## src/rtl/pipe_ctrl.sv

```systemverilog
// pipe_ctrl: stall / flush / redirect generation for the 5-stage RV32IM pipeline.
// Sources, highest priority first: pending data-memory access, multi-cycle divide,
// resolved jump from EX, decode load-use hazard. Only the DIV and MEMW waits hold
// state; every other decision is made fresh each cycle from the inputs.
module pipe_ctrl #(
    parameter int XLEN    = 32,
    parameter int DIV_LAT = 33
) (
    input  logic            clk_i,
    input  logic            rst_ni,
    input  logic            loaduse_hazard_i,
    input  logic            jump_i,
    input  logic [XLEN-1:0] jump_addr_i,
    input  logic            div_start_i,
    input  logic            mem_req_i,
    input  logic            mem_ack_i,
    output logic            stall_pc_o,
    output logic            stall_if_o,
    output logic            stall_id_o,
    output logic            stall_ex_o,
    output logic            stall_mem_o,
    output logic            flush_if_o,
    output logic            flush_id_o,
    output logic            flush_ex_o,
    output logic            flush_mem_o,
    output logic            redirect_o,
    output logic [XLEN-1:0] redirect_pc_o,
    output logic            busy_o,
    output logic [1:0]      state_o,
    output logic [31:0]     stall_cnt_o
);

    localparam int CNT_W = (DIV_LAT > 2) ? $clog2(DIV_LAT) : 1;
    localparam logic [CNT_W-1:0] DIV_LOAD = CNT_W'(DIV_LAT - 1);
    localparam logic [CNT_W-1:0] CNT_ONE  = CNT_W'(1);

    localparam logic [1:0] ST_RUN  = 2'd0;
    localparam logic [1:0] ST_DIV  = 2'd1;
    localparam logic [1:0] ST_MEMW = 2'd2;

    logic [1:0]       state_reg, state_next;
    logic [CNT_W-1:0] div_cnt_reg, div_cnt_next;
    logic [31:0]      stall_cnt_reg;

    // Which single action wins this cycle; at most one is set.
    logic act_mem, act_div, act_jump, act_lu;

    // Arbitrate the hazard sources and pick the next wait state.
    always_comb begin
        act_mem      = 1'b0;
        act_div      = 1'b0;
        act_jump     = 1'b0;
        act_lu       = 1'b0;
        state_next   = state_reg;
        div_cnt_next = div_cnt_reg;
        case (state_reg)
            ST_RUN, ST_MEMW: begin
                // In MEMW the request is known to be outstanding, so only the ack matters.
                if ((state_reg == ST_RUN && mem_req_i && !mem_ack_i) ||
                    (state_reg == ST_MEMW && !mem_ack_i)) begin
                    act_mem    = 1'b1;
                    state_next = ST_MEMW;
                end else if (div_start_i) begin
                    act_div      = 1'b1;
                    div_cnt_next = DIV_LOAD;
                    state_next   = ST_DIV;
                end else begin
                    state_next = ST_RUN;
                    if (jump_i) begin
                        act_jump = 1'b1;
                    end else if (loaduse_hazard_i) begin
                        act_lu = 1'b1;
                    end
                end
            end
            ST_DIV: begin
                if (div_cnt_reg != '0) begin
                    act_div      = 1'b1;
                    div_cnt_next = div_cnt_reg - CNT_ONE;
                end else begin
                    // Release: MEM holds a bubble and a div is never a jump, so only
                    // the load-use hazard can still act here.
                    act_lu     = loaduse_hazard_i;
                    state_next = ST_RUN;
                end
            end
            default: begin
                state_next = ST_RUN;
            end
        endcase
    end

    // While reset is asserted every control output is forced inactive.
    assign stall_pc_o  = rst_ni & (act_mem | act_div | act_lu);
    assign stall_if_o  = rst_ni & (act_mem | act_div | act_lu);
    assign stall_id_o  = rst_ni & (act_mem | act_div);
    assign stall_ex_o  = rst_ni & act_mem;
    assign stall_mem_o = rst_ni & act_mem;
    assign flush_if_o  = rst_ni & act_jump;
    assign flush_id_o  = rst_ni & (act_jump | act_lu);
    assign flush_ex_o  = rst_ni & act_div;
    assign flush_mem_o = rst_ni & act_mem;
    assign redirect_o  = rst_ni & act_jump;
    assign busy_o      = rst_ni & (state_reg != ST_RUN);
    assign state_o     = rst_ni ? state_reg : ST_RUN;
    assign stall_cnt_o = stall_cnt_reg;

    // Redirect target is zero whenever no redirect is taken.
    generate
        for (genvar gi = 0; gi < XLEN; gi++) begin : g_redirect_pc
            assign redirect_pc_o[gi] = jump_addr_i[gi] & redirect_o;
        end
    endgenerate

    // Wait-state FSM, divider countdown and stall-cycle counter.
    always_ff @(posedge clk_i) begin
        if (!rst_ni) begin
            state_reg     <= ST_RUN;
            div_cnt_reg   <= '0;
            stall_cnt_reg <= 32'd0;
        end else begin
            state_reg   <= state_next;
            div_cnt_reg <= div_cnt_next;
            if (stall_pc_o) begin
                stall_cnt_reg <= stall_cnt_reg + 32'd1;
            end
        end
    end

endmodule

```

## config.mk

```make
export PLATFORM = sky130hd
export DESIGN_NAME = pipe_ctrl
export DESIGN_NICKNAME = d
export VERILOG_FILES = /design/src/rtl/pipe_ctrl.sv
export SDC_FILE = /design/constraint.sdc
export NUM_CORES = 1
export LEC_CHECK = 0
export ABC_AREA = 1
export CAP_MARGIN = 10
export CORE_ASPECT_RATIO = 0.5
export CORE_MARGIN = 10
export CORE_UTILIZATION = 50
export DETAILED_ROUTE_END_ITERATION = 10
export DONT_BUFFER_PORTS = 1
export PLACE_DENSITY = 0.66
export SYNTH_ARGS = -nofsm -noshare
export SYNTH_HDL_FRONTEND = slang
export SYNTH_SLANG_ARGS = --single-unit
```

## constraint.sdc

```tcl
create_clock -name clk_i -period 2.35 [get_ports clk_i]
set_input_delay 0.705 -clock clk_i [delete_from_list [all_inputs] [get_ports clk_i]]
set_output_delay 0.705 -clock clk_i [all_outputs]
set_load 0.005 [all_outputs]
```

Word level (Yosys, flattened, before mapping)
Cells that the tools add are included.

storage, ports and cells
  register bits = 40
  bits in latches = 0
  RAM bits = 0
  ROM bits = 0
  input port bits = 39
  output and inout bits = 77
  word-level logic and storage cells = 89
  memories kept = 0

cells by class
  add/sub/neg operators = 2
  multiply operators = 0
  divide/modulo/power cells = 0
  $lt $le $gt $ge = 0
  eq/ne operators = 6
  shift-type cells = 0
  multiplexer cells = 25
  bitwise gates (word level) = 42
  reduce and logical (&&, ||, !) cells = 11

operators by type and width
  kind                                                                 number
  1-bit bitwise AND                                                    39
  32-bit by 1-bit adder with 32-bit output (second input constant)     1
  6-bit 2-to-1 mux                                                     3
  1-bit 2-to-1 mux                                                     15
  6-bit one-hot mux with 2 select lines                                1
  2-bit != test (second input constant)                                4
  2-bit 2-to-1 mux                                                     3
  6-bit nonzero test                                                   1
  6-bit by 1-bit subtractor with 6-bit output (second input constant)  1
  1-bit one-hot mux with 2 select lines                                2
  2-bit one-hot mux with 2 select lines                                1
  4-bit AND reduction                                                  1
  2-bit nonzero test                                                   2
  1-bit logical AND                                                    3
  1-bit bitwise OR                                                     3
  2-bit by 1-bit == test with 1-bit output (second input constant)     1
  2-bit == test (second input constant)                                1
  2-bit logical NOT                                                    1
  2-bit OR reduction                                                   1
  1-bit logical NOT                                                    1
  1-bit logical OR                                                     1

Longest topological paths before layout
Gate-level depths: netlist of the first run.

  depth after elaboration = 9
  depth in mapped cells = 11
  gate-level depth less buffers = 10

Least setup slack after synthesis of the first run
OpenSTA, ideal clock, no wires.

  kind = input port to output port
  from = input port rst_ni
  to = output port redirect_pc_o[0]
  arrival = 1694 ps
  data required time = 1645 ps
  slack = -49 ps
  stages on the path = 6
  buffers on the path = 2
  path through = buf_2 inv_2 nor4_4 inv_1 buf_2 nor2_1

on the way
  longest elaborated chain between the ends = 2

ends and longest elaborated chain
  item               line  source
  from (decl)        10    input logic rst_ni,
  1-bit bitwise AND  --
  via flush_if_o     22    output logic flush_if_o,
  1-bit bitwise AND  111   assign redirect_pc_o[gi] = jump_addr_i[gi] & redirect_o;
  to (decl)          27    output logic [XLEN-1:0] redirect_pc_o,

The timed path passes the listed nets, and every way through them passes these cells.

Final worst setup path of the first run
  from = input port div_start_i
  to = output port redirect_pc_o[16]

on the way
  longest elaborated chain between the ends = 5

ends and longest elaborated chain
  item               line  source
  from (decl)        14    input logic div_start_i,
  1-bit 2-to-1 mux   63    end else if (div_start_i) begin
  1-bit 2-to-1 mux   59    if ((state_reg == ST_RUN && mem_req_i && !mem_ack_i) ||
  1-bit 2-to-1 mux   56    case (state_reg)
  1-bit bitwise AND  103   assign redirect_o = rst_ni & act_jump;
  1-bit bitwise AND  111

Every way passes these cells.

==> metrics.txt, run 1 <==
status=completed; static leakage=around 1.3 nW; clock latency on the worst-skew pair=~290 ps; Cell Area, Synth=~0.0028 mm²; Mapped Nets=between 500 and 600; Critical Path Fanout Max=33; FF-to-FF setup slack=400 ps; worst min path class=reg2reg; number of synthesized flops with an enable pin=0; Max Fclk=427.8 MHz; Critical-path top delay cell=nor4_4; Arr. time, crit path=roughly 1600 ps; Clock Skew=slightly below 5 ps; critical path class=in2out; post-synth top area share=0.2852; warning count from the yosys run=0; number of global-route vias before repair=about 2,500; Final Cycle Share=0.9948; Critical Path Start Type=input port; max reg flops=32; max_cap viols=0; Post-synth ARST share=0; number of cells after detailed placement=around 560; synth top area cells=dfxtp_1 (29%), nand2_1 (19%), nor2_1 (14%); worst hold slack=469.9 ps; Port Buffers=0; ys flop type=dfxtp_1; via count=slightly below 3,000; Reg clk slew, reported paths=~60 ps; Syn Inst Count=around 500; P&R area growth vs syn=8.512%; CTS root buffer=clkbuf_16; CP startpoint=div_start_i; FILL cells=between 500 and 600; Power Density=approximately 600 mW/mm²; GRT Total Usage=0.1753; # diodes=0; Synth Area per Inst=roughly 5.7 µm²; Post CTS Setup Buffer Count=0; CTS tree=done; GR Overflow Total=0; worst r2r src=stall_cnt_o[0]; largest net degree at the start of global routing=34; first-pass GRT wire length=between 10,000 and 15,000 µm; Tightest Pin Transition=389.0 ps; FF-to-FF End=stall_cnt_o[20]; crit path cell chain=inv_1 > nand2_1 > nor4_4 > inv_2 > buf_12 > nor2_1; Slew headroom=0.7397; CTS H-tree lvls=2; Worst EP required=between 1500 and 2000 ps; layout cells sized above 1=0.06478; routability cong.=just over 0.9; Synth cell types=28; # DRC=0; Initial Util=0.5135; DR WL/cell=~15 µm; clk buf depth=2; Crit path depth=6; Worst Path Buf+Inv=3; fin cells=567; drt total wl=between 8000 and 9000 µm; initial antenna violation count=0; post-synthesis sequential area ratio=0.2852; RSZ-0062 raised after global routing=true; TritonCTS Buffers=5; fin nets=around 540; clock sinks=40; final hold vios=0; I/O Pins=roughly 120; setup violators final=0; Die W=around 130 µm; Crit. End Element=output port; Worst R2R Path Depth=10; post-route setup TNS=0 ps; Post-synth top cells=nand2_1 (144), nor2_1 (108), inv_1 (68), nand3_1 (51), dfxtp_1 (40); die height=around 73 µm; Yosys top cell by area=dfxtp_1; Cell Rows=19; Via density=between 5 and 6; most frequent cell after synthesis=nand2_1; Peak VDD IR=404.0 µV; Final HPWL DP=6675 µm; max-slew violations=0; cell family contributing the most delay on the critical path=simple AND/OR/NAND/NOR gates; minimum clock period=approximately 2300 ps; worst setup path endpoint=redirect_pc_o[16]; post-synthesis register bit count=40; Core Footprint=between 0.005 and 0.006 mm²; die area=roughly 0.0092 mm²; Initial DRC Count=145; antenna-violating nets left=0; crit-path max cell delay=~340 ps; drt pass-1 iters=4
## worst min-delay path by stage
stage,start,end,slack [ps],cells after the start
3_3_place_gp,div_cnt_reg[0],div_cnt_reg[0],450,2
2_1_floorplan,div_cnt_reg[0],div_cnt_reg[0],440,2
3_5_place_dp,div_cnt_reg[0],div_cnt_reg[0],470,2
6_report,div_cnt_reg[0],div_cnt_reg[0],470,2
4_1_cts,div_cnt_reg[0],div_cnt_reg[0],480,2
5_1_grt,div_cnt_reg[0],div_cnt_reg[0],490,2
## timing repair
item | 4_1_cts | 5_1_grt
gates resized for setup | 0 | 2
hold buffers | 0 | 0
setup endpoints to repair | 33 | 32
pin swaps | 1 | 0
## worst reg2reg max path, delay by kind of cell (launching register included)
| kind | cells | cell delay, ps |
|---|---|---|
| simple gates | 8 | 980 |
| flops | 1 | 470 |
| fa+ha+maj | 1 | 310 |
| buf+inv | 1 | 90 |
## routing by layer
| metal | track usage | vias to the layer above | wire [µm] |
|---|---|---|---|
| li1 | - | 1508 | - |
| met2 | 0.2696 | 117 | 3535 |
| met4 | 0.04141 | 0 | 59 |
| met1 | 0.2277 | 1294 | 3783 |
| met5 | 0 | - | 0 |
| met3 | 0.06672 | 6 | 989 |
## per-stage QoR
step | area [µm²] | power, W | setup slack, ps | util
finish | 3047 | 0.001814 | 12.23 | 0.5572
global route | 3047 | 0.001903 | -49.49 | 0.5572
CTS | 3043 | 0.001825 | 26.53 | 0.5565
detailed placement | 2875 | 0.001046 | -44.55 | 0.5259
global placement | 2875 | 0.001041 | -23.77 | 0.5259
floorplan | 2823 | 0.0009940 | 0.03120 | -
## where the power goes
group	total, W	internal, W	switching (W)
clock	0.000785	0.000499	0.000286
sequential	0.000729	0.000703	0.0000261
combinational	0.000300	0.000102	0.000198
total	0.00181	0.00130	0.000510
## layout by cell type (no fill, tap or decap), drive strengths merged, types with 2 or more instances in the layout
| cell | instances |
|---|---|
| nand2 | 147 |
| nor2 | 110 |
| inv | 70 |
| nand3 | 52 |
| dfxtp | 40 |
| a21oi | 35 |
| buf | 10 |
| xor2 | 9 |
| clkbuf | 5 |
| ha | 3 |
| nor3 | 2 |
| o21ai | 2 |
## cells by family (layout without fill, tap and decap cells)
| family | Yosys count | in the layout | synth area share |
|---|---|---|---|
| AOI/OAI and AO/OA | 39 | 39 | 0.07264 |
| xor gates and xnor gates | 10 | 10 | 0.03120 |
| adders and majority gates | 3 | 3 | 0.01337 |
| buffers and inverters | 89 | 88 | 0.1359 |
| DFF | 40 | 40 | 0.2852 |
| and+or+nand+nor | 314 | 314 | 0.4617 |
## layout make-up
cell class	count	area [µm²]	area share
multi-input cells	366	1635	0.5368
flip-flops and latches	40	802.0	0.2632
inverters	70	262.8	0.08624
clock buffers	5	125.1	0.04107
well taps	73	91.34	0.02998
repair buffers	10	87.58	0.02875
clock inverters	3	42.54	0.01396
Note: power is estimated with default switching activity, not from simulation.
==> inputs of run 2 (changes only) <==
- CAP_MARGIN: 10 -> default
==> results of run 2 <==
Final layout, timing and power as in run 1 (identical DEF).
==> inputs of run 3 (changes only) <==
- CELL_PAD_IN_SITES_DETAIL_PLACEMENT: default -> 1
- CELL_PAD_IN_SITES_GLOBAL_PLACEMENT: default -> 1
- CORE_UTILIZATION: 50 -> 41
- PLACE_DENSITY: 0.66 -> 0.8
==> run 3 against run 2 <==
Net effect:
- the run now ends with negative setup slack left
- total power grew 5.0%
- register-to-register slack gained 40 ps
- sequential cell count unchanged
- first-iteration DRC count up 23%
- critical path type unchanged
==> metrics.txt, run 3 (same netlist as run 1, synthesis figures left out) <==
final hold vios=0; Critical Path Start Type=input port; Max Fclk=422.3 MHz; via count=approximately 3,000; Worst R2R Path Depth=10; placed inst area=~0.0029 mm²; RSZ-0062 raised after global routing=true; footprint of the flip-flops and latches=approximately 800 µm²; Reg clk slew, reported paths=60 ps; clk buf depth=2; CTS tree=done; most frequent CP cell=inv_2; Critical Path Fanout Max=33; Core Footprint=~0.0067 mm²; I/O Pins=about 120; number of global-route vias before repair=~2,900; hold_sp=div_cnt_reg[0]; clock latency on the worst-skew pair=280 ps; P&R area growth vs syn=12.88%; largest net degree at the start of global routing=34; Final HPWL DP=just under 8000 µm; Arr. time, crit path=approximately 1700 ps; FILL cells=between 900 and 1,000; minimum clock period=2368 ps; number of cells after detailed placement=around 580; Final Cell Area=0.003169 mm²; fin cells=roughly 600; max_cap viols=0; cell family contributing the most delay on the critical path=simple AND/OR/NAND/NOR gates; die height=between 70 and 80 µm; max-slew violations=0; Die W=around 140 µm; GRT Total Usage=0.1763; Post CTS Setup Buffer Count=0; Tightest Pin Transition=about 390 ps; PnR Total Power=roughly 0.0019 W; worst r2r src=stall_cnt_o[1]; DR WL/cell=17.39 µm; Hold Buf Count CTS=0; initial antenna violation count=0; commonest non-fill, non-tap cell in the layout=nand2_1; crit path cell chain=o21ai_4 > inv_2 > nor4_4 > inv_2 > buf_12 > nor2_2; Critical-path top delay cell=nor4_4; commonest cells after routing, fill and taps aside=nand2_1 (144), nor2_1 (78), inv_1 (66); Worst Path Buf+Inv=3; crit-path max cell delay=350 ps; Via density=~5.2; Clock Skew=about 3.0 ps; drt total wl=~10,000 µm; first-pass GRT wire length=about 15,000 µm; CTS H-tree lvls=2; TritonCTS Buffers=5; die area=~0.011 mm²; CTS root buffer=clkbuf_16; layout cells sized above 1=0.1255; FF-to-FF End=stall_cnt_o[20]; # DRC=0; post-placement setup slack=-81.57 ps; clock sinks=40; Multi-input gate area=about 0.0017 mm²; final setup margin=-17.73 ps; # diodes=0; antenna-violating nets left=0; Port Buffers=0; setup violators final=5; Power Density=between 600 and 700 mW/mm²; max reg flops=32; Worst EP required=between 1500 and 2000 ps; hold path endpoint=div_cnt_reg[0]; critical path class=in2out; Crit. End Element=output port; FF-to-FF setup slack=about 440 ps; Final Cycle Share=1.008; worst min path class=reg2reg; Initial Util=0.4207; Slew headroom=0.7355; Initial DRC Count=approximately 180; drt pass-1 iters=4; Cell Rows=21; Peak VDD IR=445.9 µV; GR Overflow Total=0; worst hold stages=2; static leakage=1.289 nW; failing checks=negative setup slack; status=finished, violations left; routability cong.=about 0.86; fin nets=roughly 540
## run 3: cell count changes in the layout (fill, tap and decap cells not counted), sizes merged
| cell | delta |
|---|---|
| clkinv | -1 |
| clkbuf | +2 |
| clkinvlp | -1 |
## run 3: how the worst max path moves through the flow
stage / start / end / slack (ps) / depth (start not counted)
6_report: mem_req_i / redirect_pc_o[7] / -20 / 6
5_1_grt: mem_req_i / redirect_pc_o[30] / -60 / 6
4_1_cts: div_start_i / redirect_pc_o[21] / 1 / 6
3_5_place_dp: mem_req_i / redirect_pc_o[26] / -80 / 6
3_3_place_gp: mem_req_i / redirect_pc_o[22] / -50 / 6
2_1_floorplan: mem_req_i / redirect_pc_o[0] / 0.03 / 6
## run 3: worst reg2reg max path, stage by stage, from the launching register on
cell	delay [ps]
dfxtp_1	420
ha_1	310
inv_1	110
nor2_1	200
nand2_1	150
nor2_1	180
nand2_1	110
nor2_1	140
nand3_1	90
nand2_1	70
nor2_1	30
## run 3: layout make-up
type	instances	share of cell area
tap	92	0.03632
multi-input combinational	366	0.5420
clock inverter	1	0.009475
clock buffer	7	0.04816
sequential	40	0.2535
timing repair buffer	10	0.02764
inverter	70	0.08291
## run 3: what timing repair did
item                                    in CTS  in global routing
pin swaps                                    1                  1
gates resized for setup                      2                 32
endpoints found under the setup margin      33                 33
## run 3: per-layer routing
layer,track usage,part of all wire,vias to the layer above
met4,0.02092,0.0038,0
li1,-,-,1511
met3,0.06226,0.077,4
met1,0.2084,0.45,1420
met5,0,0,-
met2,0.3093,0.46,86
## run 3: report_power, final
group          switching [W]  internal (W)
combinational       0.000224      0.000106
clock               0.000289      0.000560
sequential         0.0000225      0.000703
## run 3: stage by stage
stage	TNS, ps	hold WS, ps	util
after floorplan	0	440.6	-
after global routing	-1545	504.7	0.4749
after CTS	0	474.4	0.4625
final	-54.89	464.3	0.4749
after global placement	-1079	448.7	0.4344
after detailed placement	-1227	465.0	0.4344
